$ cat config.mk
export PLATFORM = sky130hd
export DESIGN_NAME = alu_scheduler
export DESIGN_NICKNAME = d
export VERILOG_FILES = /design/src/rtl/alu_scheduler.sv
export SDC_FILE = /design/constraint.sdc
export NUM_CORES = 1
export LEC_CHECK = 0
export CORE_AREA = 2 2 304 306
export CTS_BUF_LIST = sky130_fd_sc_hd__clkbuf_2 sky130_fd_sc_hd__clkbuf_4 sky130_fd_sc_hd__clkbuf_8
export DETAILED_ROUTE_END_ITERATION = 10
export DIE_AREA = 0 0 306 308
export PLACE_DENSITY_LB_ADDON = 0.12
export SLEW_MARGIN = 30
export SYNTH_ARGS = -nofsm -noshare
export SYNTH_HDL_FRONTEND = slang
export SYNTH_SLANG_ARGS = --single-unit
export TNS_END_PERCENT = 5
$ cat constraint.sdc
create_clock -name clk -period 2.4 [get_ports clk]
set_clock_uncertainty 0.15 [all_clocks]
set_input_delay 0.48 -clock clk [delete_from_list [all_inputs] [get_ports clk]]
set_output_delay 0.48 -clock clk [all_outputs]
set_load 0.03 [all_outputs]
$ cat src/rtl/alu_scheduler.sv
// alu_scheduler: shares one combinational ADDU/SUBU datapath among NREQ
// requesters. Flow: IDLE (grant) -> EXEC (datapath enabled) -> RESP
// (hold the response until it is accepted).
// Optional feature: define ALU_SCHED_RR_EN for round-robin arbitration.
// When it is not defined, the lowest index wins and no pointer is built.
module alu_scheduler #(
  parameter int NREQ  = 4,
  parameter int WIDTH = 64,
  parameter int IDW   = $clog2(NREQ)
) (
  input  logic                  clk,
  input  logic                  reset_n,
  input  logic [NREQ-1:0]       req_valid,
  output logic [NREQ-1:0]       req_ready,
  input  logic [NREQ-1:0]       req_instr,
  input  logic [NREQ*WIDTH-1:0] req_op1,
  input  logic [NREQ*WIDTH-1:0] req_op2,
  output logic                  alu_reset,
  output logic                  alu_enable,
  output logic                  alu_instr,
  output logic [WIDTH-1:0]      alu_op1,
  output logic [WIDTH-1:0]      alu_op2,
  input  logic [WIDTH-1:0]      alu_result,
  input  logic                  alu_carryout,
  output logic                  rsp_valid,
  input  logic                  rsp_ready,
  output logic [IDW-1:0]        rsp_id,
  output logic [WIDTH-1:0]      rsp_result,
  output logic                  rsp_carry
);

  typedef enum logic [1:0] {IDLE, EXEC, RESP} state_t;

  state_t           state, state_nxt;
  logic             found;
  logic [IDW-1:0]   gnt_id;
  logic             grant;
  logic             alu_rst_q;
  logic             instr_q;
  logic [WIDTH-1:0] op1_q, op2_q;
  logic [IDW-1:0]   id_q;
  logic [WIDTH-1:0] res_q;
  logic             carry_q;

`ifdef ALU_SCHED_RR_EN
  logic [IDW-1:0] ptr;
  logic [IDW-1:0] idx;

  // Round-robin pick: the first valid requester at or after ptr, wrapping.
  always_comb begin
    found  = 1'b0;
    gnt_id = '0;
    idx    = '0;
    for (int k = 0; k < NREQ; k++) begin
      idx = IDW'((int'(ptr) + k) % NREQ);
      if (!found && req_valid[idx]) begin
        found  = 1'b1;
        gnt_id = idx;
      end
    end
  end

  // After each grant, the pointer moves to the slot just past the winner.
  always_ff @(posedge clk or negedge reset_n) begin
    if (!reset_n)
      ptr <= '0;
    else if (grant)
      ptr <= (gnt_id == IDW'(NREQ-1)) ? '0 : gnt_id + 1'b1;
  end
`else
  // Fixed-priority pick: scanning downward leaves the lowest valid index.
  always_comb begin
    found  = 1'b0;
    gnt_id = '0;
    for (int k = NREQ-1; k >= 0; k--) begin
      if (req_valid[k]) begin
        found  = 1'b1;
        gnt_id = IDW'(k);
      end
    end
  end
`endif

  // A grant needs IDLE and a datapath that is already out of reset. As a
  // result, req_ready stays low while reset_n is low.
  assign grant = (state == IDLE) && found && !alu_rst_q;

  // Drive the one-hot accept to the winner only.
  always_comb begin
    req_ready = '0;
    if (grant) req_ready[gnt_id] = 1'b1;
  end

  // State register.
  always_ff @(posedge clk or negedge reset_n) begin
    if (!reset_n) state <= IDLE;
    else          state <= state_nxt;
  end

  // Next-state logic. EXEC always lasts exactly one cycle.
  always_comb begin
    state_nxt = state;
    case (state)
      IDLE:    if (grant)     state_nxt = EXEC;
      EXEC:                   state_nxt = RESP;
      RESP:    if (rsp_ready) state_nxt = IDLE;
      default:                state_nxt = IDLE;
    endcase
  end

  // Datapath reset is held through reset and drops on the first edge after
  // release. Nothing sets it again.
  always_ff @(posedge clk or negedge reset_n) begin
    if (!reset_n) alu_rst_q <= 1'b1;
    else          alu_rst_q <= 1'b0;
  end

  // Capture the winner's request at grant time. The datapath outputs are
  // captured at the end of EXEC. Both sets of registers hold their values
  // otherwise.
  always_ff @(posedge clk or negedge reset_n) begin
    if (!reset_n) begin
      instr_q <= 1'b0;
      op1_q   <= '0;
      op2_q   <= '0;
      id_q    <= '0;
      res_q   <= '0;
      carry_q <= 1'b0;
    end else begin
      if (grant) begin
        instr_q <= req_instr[gnt_id];
        op1_q   <= req_op1[gnt_id*WIDTH +: WIDTH];
        op2_q   <= req_op2[gnt_id*WIDTH +: WIDTH];
        id_q    <= gnt_id;
      end
      if (state == EXEC) begin
        res_q   <= alu_result;
        carry_q <= alu_carryout;
      end
    end
  end

  assign alu_reset  = alu_rst_q;
  assign alu_enable = (state == EXEC);
  assign alu_instr  = instr_q;
  assign alu_op1    = op1_q;
  assign alu_op2    = op2_q;
  assign rsp_valid  = (state == RESP);
  assign rsp_id     = id_q;
  assign rsp_result = res_q;
  assign rsp_carry  = carry_q;

endmodule

**Yosys cells after proc, flatten, opt, wreduce, memory -nomap -nowiden**

Cells that the tools add are included.

- Reductions and logical operators: 6
- Shift-type cells: 2
- Magnitude comparators: 2
- Bitwise gates (word level): 0
- Div/mod/pow operators: 0
- $add $sub $neg: 0
- Muxes and demuxes: 16
- Multiply operators: 0
- Equal/unequal tests: 4

Operators with widths:

| operator | count |
|---|---|
| 256-bit by 9-bit indexed part select with 64-bit output | 2 |
| 2-bit 2-to-1 mux | 6 |
| 1-bit 2-to-1 mux | 6 |
| 2-bit one-hot mux with 3 select lines | 1 |
| 4-bit 2-to-1 mux | 1 |
| 1-bit logical AND | 3 |
| 2-bit by 3-bit < comparator with 1-bit output (second input constant) | 1 |
| 1-bit binary-select mux with 2-bit select | 1 |
| 1-bit demux with 2-bit select | 1 |
| 2-bit by 1-bit equality test with 1-bit output (second input constant) | 1 |
| 2-bit equality test (second input constant) | 1 |
| 2-bit by 1-bit greater-or-equal comparator with 1-bit output (second input constant) | 1 |
| 2-bit logical NOT | 1 |
| 2-bit by 1-bit inequality test with 1-bit output (second input constant) | 1 |
| 2-bit inequality test (second input constant) | 1 |
| 2-bit AND reduction | 1 |
| 1-bit logical NOT | 1 |

- Bits in latches: 0
- Memories: 0
- Bits in read-only memories: 0
- Output and inout bits: 203
- Register bits: 199
- Memory bits (writable): 0
- Bits of input ports: 588

**Longest topological paths before layout**

Gate-level depths: netlist of the first run.

- Word-level depth: 9
- Depth in mapped cells: 8

**Worst setup path after synthesis of the first run**

Ideal clock, no wire load.

- Path kind: in2out
- From: input port req_valid[1]
- To: output port req_ready[3]
- Data required time: 1.770 ns
- Slack: -0.312 ns
- Stages: 5
- Arrival: 2.082 ns
- Cell sequence: buf_2 -> or2_1 -> buf_2 -> clkbuf_1 -> nor4_1

- Cells in the longest elaborated chain, start to end: 7

Ends and longest elaborated chain:

| element | line | source |
|---|---|---|
| start: declaration | 13 | `input logic [NREQ-1:0] req_valid,` |
| 2-bit 2-to-1 mux (2 in series) | 76 | `if (req_valid[k]) begin` |
| 2-bit by 3-bit < comparator with 1-bit output (implied by the code) or 2-bit by 1-bit greater-or-equal comparator with 1-bit output (tied branches) | 91 | `if (grant) req_ready[gnt_id] = 1'b1;` |
| 1-bit logical AND (implied by the code) | 91 |  |
| 1-bit 2-to-1 mux (implied by the code) | 91 |  |
| 1-bit demux with 2-bit select | 91 |  |
| 4-bit 2-to-1 mux * | 91 |  |
| end: declaration | 14 | `output logic [NREQ-1:0] req_ready,` |

Mark *: on every way between the ends. The rest lies on a longest branch, timed or not.

**Worst setup path in the final report of the first run**

- From: register state[1]
- To: output port req_ready[3]

- Cells in the longest elaborated chain, start to end: 4

Ends and longest elaborated chain:

| element | line | source |
|---|---|---|
| start: declaration | 34 | `state_t state, state_nxt;` |
| start signal: assignment | 97 | `else state <= state_nxt;` |
| 2-bit logical NOT | 86 | `assign grant = (state == IDLE) && found && !alu_rst_q;` |
| 1-bit logical AND (2 in series) | 86 |  |
| 4-bit 2-to-1 mux | 91 |  |

No other way between the ends.

==> results.md, run 1 <==
* Status: finished with violations
* Failing checks: negative setup slack
* Yosys warning total at 0
* Standard-cell rows at around 110
* Clk_lat worst skew at between 500 and 600 ps
* Via count at about 13000
* Ys flop type: dfrtp_1
* Worst setup slack after layout at -88.6 ps
* # IOs at ~790
* GP Congestion at 0.785
* Synth area leader: dfrtp_1
* Nets at between 2000 and 2500
* WS Path Type: reg2out
* Pin count of the biggest net entering global routing at 66
* Synth top area share at roughly 44%
* Worst Setup End Kind: output port
* Post-Syn Nets at roughly 1700
* Max Cap Viol at 0
* Total power at a little over 20 mW
* Crit Reg-Reg Startpoint: state[1]$_DFFE_PN0P_
* First-pass GRT wire length at 97.1 mm
* Initial Util at 12.3%
* H-Tree Depth at 4
* Post-synthesis adder-cell area fraction at 0%
* Setup violation total in the final timing report at 2
* DRC violations left at 0
* Min Clock Period, post-route at 2490 ps
* Max rail drop VDD at 0.399 mV
* Main combinational cell family by area after synthesis: compound AO/OA/AOI/OAI gates
* Worst Tran Pin Value at 975 ps
* Core footprint at slightly above 90000 um2
* Crit path DAT at 1860 ps
* Die Wd at 306 um
* Vias in the first global route at roughly 14000
* Worst hold path type: in2async
* Die area at 94200 um2
* Setup TNS at -126 ps
* Max Freq at 402 MHz
* Worst Reg-to-Reg Cells at 7
* Sequential cell area fraction in the yosys report at ~45%
* Fin crit share at 104%
* Flops & latches, synth at 199
* DP Worst Slack at between 80 and 90 ps
* Max_slew headroom at between 30% and 40%
* Initial antenna violation count at 12
* Post-Syn Instances at 1127
* Num CTS Buffers at 17
* Placement Cell Area at 20900 um2
* CP max-delay cell: dfrtp_2
* Top cells by area, synth: dfrtp_1, o221ai_1, mux2_2
* Critical Path Max Stage Delay at roughly 440 ps
* Clock transition at path regs at 140 ps
* Post-DP HPWL at 54.4 mm
* Worst EP required at 1770 ps
* Grt total ovfl at 0
* CTS tree: yes
* CTS Buffer Depth at 2
* Fin. Hold Viols at 0
* Layout cells sized above 1 at 10.6%
* Post-Synth XOR/XNOR Area at 0%
* WHS at 279 ps
* GRT Util Overall at between 10 and 15%
* Post-synthesis simple-gate area fraction at roughly a tenth
* Most frequent cell after synthesis: dfrtp_1
* Sink Count at 199
* Input/output buffers at 790
* Mux contribution to synthesized area at 6.57%
* Die H at between 300 and 400 um
* Post-synthesis compound-gate area fraction at 33.0%
* Area added between synthesis and finish at 92.0%
* WL final at 68.9 mm
* Library cells used by synthesis at 29
* EDFF count, synth at 0
* CTS Root Cell: clkbuf_8
* Max Slew Vio Count at 0
* DRT iter0 DRCs at between 600 and 700
* Worst Setup Start Kind: register
* Static leakage at 8.70 nW
* Via/cell ratio at roughly 4.1
* CP max FO at 5
* Syn_area_per_cell at 9.89 um2
* Mapped cell area at between 10000 and 15000 um2
* Share of flip-flops with an asynchronous set or reset at 100%
* WL/cell at 22.3 um
* Cell area after layout at 21400 um2
* Layout fillers at between 9000 and 10000
* Top cells by count, synth: dfrtp_1, nand2_1, o221ai_1
* Initial DRT Pass Iterations at 8
* Flop-to-flop setup slack at 330 ps
* CP Cell Sequence: or3_4, nor4_4, buf_12
* Reg-to-Reg End: alu_op1[31]$_DFFE_PN0P_
* Pwr dens at 946 nW/um2
* DRT antenna net count at 0
* RSZ-0062 raised after global routing: true
[layout by cell type, fill, tap and decap left out, types with 7 or more instances in the layout]
cell / instances
clkbuf_8: 19
nand2b_1: 61
buf_12: 28
clkdlybuf4s50_1: 708
o21ai_0: 8
nand2_1: 187
a22oi_1: 57
a222oi_1: 7
a22o_1: 64
a221oi_1: 65
dfrtp_1: 196
buf_4: 52
o221ai_1: 122
diode_2: 7
dlymetal6s2s_1: 13
dlygate4sd2_1: 56
a21o_1: 66
mux2_2: 65
o22ai_1: 65
[critical path: cells and delay by family (launching register included)]
kind          cells  cell delay [ps]
simple gates      2              650
buf+inv           1              170
flops             1              440
[logic make-up (layout without fill, tap and decap cells)]
kind of cell    after synthesis  count (layout)
compound gates              457             457
simple gates                266             266
flops                       199             199
buf+inv                     139             903
mux                          65              65
other cells                   1               8
[layer usage]
metal	part of all wire (%)	vias to the layer above	GRT usage [%]
li1	-	5923	-
met5	0.087	-	0
met1	38	6173	15.6
met3	6.1	57	3.86
met2	54	477	26.6
met4	1.9	8	4.18
[worst max path at each step]
stage,start,endpoint,slack (ps),depth (start not counted)
global route,state[1]$_DFFE_PN0P_,req_ready[3],-210,3
CTS,state[1]$_DFFE_PN0P_,req_ready[3],-200,3
floorplan,req_valid[1],req_ready[3],40,5
global placement,req_valid[1],alu_op1[57]$_DFFE_PN0P_,90,6
detailed placement,req_valid[1],alu_op1[57]$_DFFE_PN0P_,80,6
finish,state[1]$_DFFE_PN0P_,req_ready[3],-90,3
[where the power goes]
| group | switching (mW) | internal (mW) |
|---|---|---|
| sequential | 0.943 | 4.98 |
| combinational | 6.58 | 5.16 |
| clock | 1.64 | 0.937 |
[metrics by stage]
step                      instances  utilization [%]
final                          3084             23.5
after global routing           3083             23.5
after CTS                      3077             23.5
after detailed placement       3041             23.0
after global placement         3041             23.0
after floorplan                1127                -
[cell type report]
type / count / area, um2 / area share [%]
Antenna cell: 7 / 17.5 / 0.0819
Clock buffer: 18 / 248 / 1.16
Tap cell: 1186 / 1480 / 6.94
Timing Repair Buffer: 866 / 8780 / 41.1
Clock inverter: 14 / 198 / 0.924
Sequential cell: 199 / 4980 / 23.3
Multi-Input combinational cell: 789 / 5660 / 26.5
Inverter: 5 / 20.0 / 0.0936
[repair_timing]
| item | 4_1_cts | 5_1_grt |
|---|---|---|
| gates resized for setup | 74 | 15 |
| setup endpoints to repair | 63 | 19 |
| setup buffers | 3 | 0 |
| hold endpoints to repair | 56 | 0 |
| hold buffers | 1 | 0 |
| pin swaps | 3 | 0 |
[state kept, by name, indices dropped and copies added, names as in the netlist]
signal and flops:
alu_reset 1, state 2, rsp_carry 1, alu_instr 1
alu_op1 64, rsp_id 2, alu_op2 64, rsp_result 64
No activity file was read; power rests on OpenSTA's default activity.
==> inputs of run 2 (changes only) <==
--- a/config.mk
+++ b/config.mk
@@ -9,7 +9,7 @@
 export CTS_BUF_LIST = sky130_fd_sc_hd__clkbuf_2 sky130_fd_sc_hd__clkbuf_4 sky130_fd_sc_hd__clkbuf_8
 export DETAILED_ROUTE_END_ITERATION = 10
 export DIE_AREA = 0 0 306 308
-export PLACE_DENSITY_LB_ADDON = 0.12
+export PLACE_DENSITY = 0.34
 export SLEW_MARGIN = 30
 export SYNTH_ARGS = -nofsm -noshare
 export SYNTH_HDL_FRONTEND = slang
==> run 2 against run 1 <==
Against the previous run: the run still ends with negative setup slack left; critical path type unchanged; cell area decreased by 1.1%; highest routed layer unchanged; critical path depth unchanged; largest cell class unchanged; global-route usage increased by 0.12 points; combinational power decreased by 3%; maximum frequency increased by 3.2%; count of clock-buffer cells in the layout decreased by 1.
==> results.md, run 2 (synthesized netlist as in run 1, its figures left out) <==
* Die Wd at 306 um (unchanged)
* Grt total ovfl at 0 (unchanged)
* Leading cell type in the layout, fill and taps excluded: clkdlybuf4s50_1
* Worst Tran Pin Value at 735 ps (-240 ps)
* GP Congestion at 0.825 (+5.1%)
* Max Freq at 415 MHz (+3.2%)
* Area added between synthesis and finish at 90.0%
* Initial antenna violation count at 8 (-4)
* Num CTS Buffers at 17 (unchanged)
* Vias in the first global route at 13787 (+0.72%)
* Nets at 2467 (+0.041%)
* DRT iter0 DRCs at 620 (-8.7%)
* WL final at 69.8 mm (+1.4%)
* Clock transition at path regs at 140 ps (about the same)
* First-pass GRT wire length at 98.2 mm (+1.1%)
* Standard-cell rows at 111 (unchanged)
* Max Slew Vio Count at 0 (unchanged)
* RSZ-0062 raised after global routing: true
* Layout cells sized above 1 at 10.6% (+0.047 points)
* Die area at 94200 um2 (unchanged)
* Die H at 308 um (unchanged)
* CP max FO at 5 (unchanged)
* Crit path DAT at 1780 ps (-80 ps)
* Max Cap Viol at 0 (unchanged)
* Worst Setup Start Kind: register
* Total power at 19.7 mW (-2.5%)
* Worst EP required at 1770 ps (about the same)
* Worst hold path type: in2async
* WL/cell at 22.7 um (+1.4%)
* Via/cell ratio at 4.13 (+0.82%)
* Initial Util at 12.3% (unchanged)
* Pin count of the biggest net entering global routing at 95 (+44%)
* Sequential fraction of design power at 30.3% (+1.0 points)
* DRT antenna net count at 0 (unchanged)
* Post-route insts no fill at 3082 (-0.065%)
* CTS Buffer Depth at 2 (unchanged)
* Status: finished with violations
* CTS tree: yes
* Cell Int Power at 10.5 mW (-4.9%)
* GRT Util Overall at 14.4% (+0.12 points)
* Setup violation total in the final timing report at 1 (-1)
* Core footprint at 91000 um2 (unchanged)
* Via count at 12734 (+0.76%)
* Min Clock Period, post-route at 2410 ps (-76.7 ps)
* Placed cells at 3041 (unchanged)
* Most frequent cells in the layout: clkdlybuf4s50_1, dfrtp_1, nand2_1
* H-Tree Depth at 4 (unchanged)
* Worst setup slack after layout at -11.9 ps (+76.7 ps)
* P_sw at 9.19 mW (+0.36%)
* Fin crit share at 100% (-3.2 points)
* Static leakage at 8.66 nW (-0.39%)
* Fin. Hold Viols at 0 (unchanged)
* WS Path Type: reg2out
* Final core utilization at 23.3% (-0.25 points)
* Input/output buffers at 790 (unchanged)
* # IOs at 791 (unchanged)
* Pwr dens at 932 nW/um2 (-1.5%)
* Worst Setup End Kind: output port
* Clock Power Share at 12.5% (-0.2 points)
* Post-DP HPWL at 54.7 mm (+0.41%)
* Sw Ratio at 46.6% (+1.3 points)
* Clk_lat worst skew at 570 ps (about the same)
* DRC violations left at 0 (unchanged)
* Initial DRT Pass Iterations at 5 (-3)
* Max_slew headroom at 50.8% (+16 points)
* Logic pwr share at 57.3% (-0.7 points)
* Failing checks: negative setup slack
* Sink Count at 199 (unchanged)
* CTS Root Cell: clkbuf_8
* Max rail drop VDD at 0.373 mV (-6.4%)
==> run 2: timing repair <==
| item | CTS | global route |
|---|---|---|
| endpoints found under the hold margin | 198 | 0 |
| endpoints found under the setup margin | 139 | 5 |
| gates resized for setup | 146 | 2 |
| setup buffers | 4 | 0 |
| pin swaps | 3 | 0 |
| hold buffers | 1 | 0 |
| cloned | 0 | 0 |
==> run 2: power by group through the flow <==
stage               Clock (mW)  Combinational, mW  Sequential (mW)
floorplan                    0               2.80             9.13
global placement             0               12.2             6.09
detailed placement           0               12.2             6.10
CTS                       2.67               11.5             6.00
global route              2.76               11.9             6.21
finish                    2.46               11.3             5.97
==> run 2: routing by layer <==
layer  track usage (%)  wire (um)  vias to the layer above
met3              4.53       4930                       38
met1              15.5      26300                     6303
met5                 0         25                        -
li1                  -          -                     5918
met4              3.93       1140                        4
met2              26.8      37500                      471
==> run 2: metrics by stage <==
stage / cell area, um2 / hold slack (ps) / worst slack, ps / setup TNS (ps)
after floorplan: 11200 / 34.4 / 35.6 / 0
after global placement: 20800 / 256 / 29.3 / 0
after detailed placement: 20800 / 261 / 16.5 / 0
after CTS: 21100 / 84.1 / -141 / -494
after global routing: 21200 / 149 / -144 / -551
final: 21200 / 196 / -11.9 / -11.9
==> run 2: path summary, 6_finish.rpt <==
kind / startpoint / endpoint / slack (ps) / cells past startpoint
max reg2reg: state[0]$_DFFE_PN0P_ / alu_op1[35]$_DFFE_PN0P_ / 300 / 7
max: state[1]$_DFFE_PN0P_ / req_ready[1] / -10 / 3
min in group clk: req_valid[0] / alu_op2[30]$_DFFE_PN0P_ / 260 / 4
min reg2reg: alu_op1[28]$_DFFE_PN0P_ / alu_op1[28]$_DFFE_PN0P_ / 330 / 1
max in group asynchronous: reset_n / rsp_result[47]$_DFFE_PN0P_ / 1210 / 3
min: reset_n / rsp_carry$_DFFE_PN0P_ / 200 / 2
==> run 2: area by class of cell <==
cell class | count | area (um2)
Fill cell | 9820 | 69800
Timing Repair Buffer | 867 | 8610
Multi-Input combinational cell | 789 | 5660
Sequential cell | 199 | 4980
Tap cell | 1186 | 1480
Clock buffer | 17 | 234
Clock inverter | 15 | 169
Inverter | 5 | 20.0
Antenna cell | 4 | 10.0
==> run 2: critical path, stage by stage (launching register included) <==
cell and delay (ps):
dfrtp_2 420, or3_4 430, nor3_2 200, buf_12 160
==> patch 1 (settings of run 2) <==
Set the parameter `WIDTH` to 60 (it was 64).
--- a/src/rtl/alu_scheduler.sv
+++ b/src/rtl/alu_scheduler.sv
@@ -6,5 +6,5 @@
 module alu_scheduler #(
   parameter int NREQ  = 4,
-  parameter int WIDTH = 64,
+  parameter int WIDTH = 60,
   parameter int IDW   = $clog2(NREQ)
 ) (
Interface: changed (6 resized); port bits go from 791 to 743. The function was not compared with the original's and may differ.
==> patch 1 against run 2 <==
- the run still ends with negative setup slack left
- wire length fell by 9.7%
- die area unchanged
- final area fell by 9.1%
- sequential cell count down 12
- setup slack worse by 170 ps
- area after synthesis down 17%
- total power fell by 4.5%
- highest routed layer unchanged
==> patch 1: results (changes against run 2) <==
Outcome
  – Status: finished, violations left
  – Failing checks: negative setup slack

Clocking
  – Clk root buf: clkbuf_8
  – Max Buffers Root-to-Sink: 2 (unchanged)
  – H-tree Lvls: 4 (unchanged)
  – Num Clock Sinks: 187 (-6.0%)
  – Total CTS buffers: 17 (unchanged)
  – CTS clock-pin slew for the worst setup and hold paths: 140 ps (about the same)
  – Clk Latency, worst-skew pair: 600 ps (+30 ps)

Place
  – Post-DP HPWL: 50.4 mm (-7.7%)
  – Worst slack, placed: -309 ps (-325 ps)
  – Placed instance area: 0.0188 sq mm (-9.8%)
  – PortBufs: 742 (-6.1%)
  – Final GP Congestion: 0.806 (-2.3%)

Global route
  – GRT Util Overall: 13.0% (-1.3 points)
  – First-pass GRT wire length: 87.4 mm (-11%)
  – Largest net degree at the start of global routing: 63 (-34%)
  – Vias in the first global route: 11.8k (-14%)
  – Initial antenna violation count: 16 (+8)

Yosys
  – Post-synth ARST share: 100% (unchanged)
  – Yosys warnings: 0 (unchanged)
  – Top_reg_cell synth: dfrtp_1
  – Part of the Yosys area used for sequential elements: 50.4% (+5.7 points)
  – Mapped Cells: 838 (-26%)
  – Syn nets: 1390 (-19%)
  – Synth cell count leaders: 186 x dfrtp_1, 111 x nor3_1, 66 x a222oi_1, 66 x mux2i_1, 64 x o21ai_0
  – Synth cell types: 30 (+3.4%)
  – Area contributors post-synth: dfrtp_1 50%, mux2_2 7.4%, a222oi_1 7.1%

Timing
  – Slew margin rel.: 58.9% (+8.1 points)
  – Final setup margin: -182 ps (-170 ps)
  – Final setup fails: 4 (+3)
  – Setup TNS: -537 ps (-525 ps)

Pwr
  – Leakage dissipation: 0.00763 uW (-12%)
  – Peak supply drop: 0.000424 V (+14%)
  – Psw: 8870 uW (-3.5%)

Routing
  – DR pass1 iterations: 6 (+1)
  – Initial DRC Count: 693 (+12%)
  – Routed wire length: 63.0 mm (-9.7%)
  – Via count: 10.7k (-16%)

Cells and area
  – Cell Count, Final, Fillers Out: 2812 (-8.8%)
  – Fin nets: 2161 (-12%)
  – Layout cells sized above 1: 13.4% (+2.8 points)

Worst hold path
  – Hold crit path type: input port to flip-flop

Critical path
  – CP max FO: 3 (-2)
==> patch 1: path summary, 6_finish.rpt <==
check                                        startpoint  slack, ps  depth (start not counted)                       to
min in group asynchronous                       reset_n        250                          2  alu_op1[31]$_DFFE_PN0P_
worst max-delay path                alu_reset$_DFF_PN1_       -180                          4             req_ready[1]
max in group asynchronous                       reset_n       1150                          3      alu_reset$_DFF_PN1_
worst max register to register      alu_reset$_DFF_PN1_         60                          8  alu_op1[38]$_DFFE_PN0P_
worst min register to register  alu_op2[42]$_DFFE_PN0P_        340                          2  alu_op2[42]$_DFFE_PN0P_
worst min-delay path                       req_valid[0]        190                          3  alu_op1[31]$_DFFE_PN0P_
==> patch 1: repair_timing <==
| action | 4_1_cts | 5_1_grt |
|---|---|---|
| endpoints found under the setup margin | 123 | 22 |
| pin swaps | 2 | 2 |
| hold endpoints to repair | 29 | 0 |
| gates resized for setup | 137 | 21 |
| hold buffers | 1 | 0 |
| buffers inserted | 6 | 1 |
| cloned | 0 | 0 |
==> patch 1: power groups by stage <==
stage | logic (uW) | clock network [uW] | registers, uW
after floorplan | 2610 | 0 | 8590
after global placement | 11600 | 0 | 5710
after detailed placement | 11500 | 0 | 5750
after CTS | 10900 | 2700 | 5660
after global routing | 11300 | 2790 | 5830
final | 10700 | 2520 | 5620
==> patch 1: cell type report <==
type / instances / area, sq um
fill: 9968 / 71700
timing repair buffer: 843 / 8410
sequential: 187 / 4680
multi-input combinational: 557 / 4210
tap: 1186 / 1480
clock buffer: 17 / 234
clock inverter: 15 / 205
inverter: 3 / 11.3
antenna: 4 / 10.0
==> patch 1: kinds of logic after synthesis <==
group                  count (synthesis)  synth area share (%)
DFF                                  187                  50.4
buffers and inverters                 94                  4.92
other                                  1                0.0404
AOI/OAI and AO/OA                    247                  20.9
and+or+nand+nor                      182                  9.21
muxes                                127                  14.5
==> patch 1: metal layers <==
| metal | track usage [%] | up-vias | part of all wire, % |
|---|---|---|---|
| li1 | - | 4872 | - |
| met1 | 13.2 | 5211 | 36 |
| met2 | 24.2 | 535 | 53 |
| met3 | 5.24 | 60 | 9.1 |
| met4 | 4.31 | 8 | 2.3 |
| met5 | 0 | - | 0.094 |
==> patch 1: worst max-delay path, stage by stage (launching register included) <==
cell	delay, ps
dfstp_2	430
nor3_4	290
nor3b_4	350
buf_12	160
buf_8	110
==> patch 1: metrics by stage <==
stage / util (%) / hold WS [ps]
finish: 21.1 / 187
global route: 21.1 / 139
CTS: 21.1 / 91.8
detailed placement: 20.7 / 316
global placement: 20.7 / 314
floorplan: - / 34.4
==> patch 2 (flow settings as in run 2) <==
Made on the original files. Re-encode `state_t` (3 states) as one-hot, 3 bits wide.
--- a/src/rtl/alu_scheduler.sv
+++ b/src/rtl/alu_scheduler.sv
@@ -30,5 +30,5 @@
 );
 
-  typedef enum logic [1:0] {IDLE, EXEC, RESP} state_t;
+  typedef enum logic [2:0] {IDLE = 3'b001, EXEC = 3'b010, RESP = 3'b100} state_t;
 
   state_t           state, state_nxt;
Check against the original RTL: no difference found for any inputs over 4 cycles, from zero or initial values and one cycle with reset_n low; so few cycles prove little.
==> patch 2 against run 2 <==
- wire length is 18% higher
- critical endpoint is now req_ready[2]
- non-clock buffer count is 19 lower
- final area is 13% higher
- sequential power is 2% lower
- first-iteration DRC count is 13% higher
- sequential cell count is 1 higher
- worst hold slack better by 0.76 ps
- area after synthesis is 25% higher
- total power is 3.2% higher
- final cell count is 15% higher
- highest routed layer unchanged
- the flow still finishes with violations (negative setup slack)
- utilization is 2.9 points higher
- setup slack worse by 220 ps
==> patch 2: results (changes against run 2) <==
Critical path
  – Arr. time, crit path: 2010 ps (+230 ps)
  – R2r setup slk: 50 ps (-250 ps)

Cells and area
  – Fin nets: 2903 (+18%)
  – Non-Filler Cell Area, Final: 0.0238 sq mm (+13%)
  – Non-clk buf share: 36.2% (-4.4 points)
  – Sequential cell area: 0.00501 sq mm (+0.55%)
  – ClkCell Share: 1.90% (-0.0019 points)
  – Fraction of area in multi-input gates: 32.4% (+5.7 points)
  – Multi-Input Combinational: 1119 (+42%)
  – Layout cells sized above 1: 7.77% (-2.8 points)
  – Inverter count: 129 (+124)
  – Fillers: 9873 (+0.54%)
  – Repair and plain buffers: 848 (-2.2%)

Clocking
  – Postcts setup bufs: 7 (+3)
  – # resized after CTS: 102 (-30%)

Place
  – Placed instance area: 0.0232 sq mm (+11%)
  – Placed Cells: 3467 (+14%)
  – Post-DP HPWL: 61.2 mm (+12%)
  – Worst slack, placed: 159 ps (+143 ps)
  – Final GP Congestion: 0.802 (-2.8%)

Yosys
  – Synth cell count leaders: 258 x a21oi_1, 198 x dfrtp_1, 158 x clkbuf_1
  – Cell with the most instances after synthesis: a21oi_1
  – Part of the Yosys area used for sequential elements: 36.0% (-8.7 points)
  – Mux contribution to synthesized area: 5.26% (-1.3 points)
  – Syn nets: 2219 (+29%)
  – Mapped Cells: 1631 (+45%)

Routing
  – Routed wire length: 82.2 mm (+18%)
  – Initial DRC Count: 698 (+13%)
  – Met2 routed WL: 42.3 mm (+13%)
  – Via density: 4.36 (+5.5%)
  – Via count: 15.4k (+21%)
  – Wl on met1: 33.1 mm (+26%)

Worst hold path
  – Hold crit path type: input port to flip-flop

Global route
  – First-pass GRT wire length: 117 mm (+19%)
  – Vias in the first global route: 15.9k (+15%)

Outcome
  – Failing checks: negative setup slack
  – Status: finished, violations left

Pwr
  – Leakage dissipation: 0.00975 uW (+13%)
  – Power density cells: 854 mW/mm^2 (-8.3%)
  – Switching Fraction: 47.1% (+0.54 points)
  – Flop pwr share: 28.9% (-1.4 points)
  – Clk power: 2660 uW (+8.1%)
  – Peak supply drop: 0.000304 V (-19%)

Timing
  – Final setup margin: -236 ps (-224 ps)
  – Setup TNS: -850 ps (-838 ps)
  – WHS: 196 ps (+0.760 ps)
  – Actual slew at the worst max-slew pin: 824 ps (+89.0 ps)
  – Final setup fails: 5 (+4)
==> patch 2: critical path, cell delays in order (launching register included) <==
cell and delay (ps):
dfstp_2 560, nor4b_4 220, buf_6 180, nor4bb_4 300, buf_6 170
==> patch 2: worst paths after layout <==
kind	startpoint	end	cells after the start
max	state[0]$_DFFE_PN1P_	req_ready[2]	4
min	req_valid[0]	alu_op2[11]$_DFFE_PN0P_	3
max reg2reg	state[0]$_DFFE_PN1P_	alu_op1[14]$_DFFE_PN0P_	8
min reg2reg	rsp_id[1]$_DFFE_PN0P_	rsp_id[1]$_DFFE_PN0P_	1
max in group asynchronous	reset_n	alu_op2[20]$_DFFE_PN0P_	3
min in group asynchronous	reset_n	alu_op2[2]$_DFFE_PN0P_	2
==> patch 2: layer usage <==
metal | vias to the layer above | GRT usage [%]
li1 | 7279 | -
met4 | 34 | 4.75
met1 | 7584 | 19.5
met3 | 79 | 5.35
met5 | - | 0
met2 | 420 | 29.9
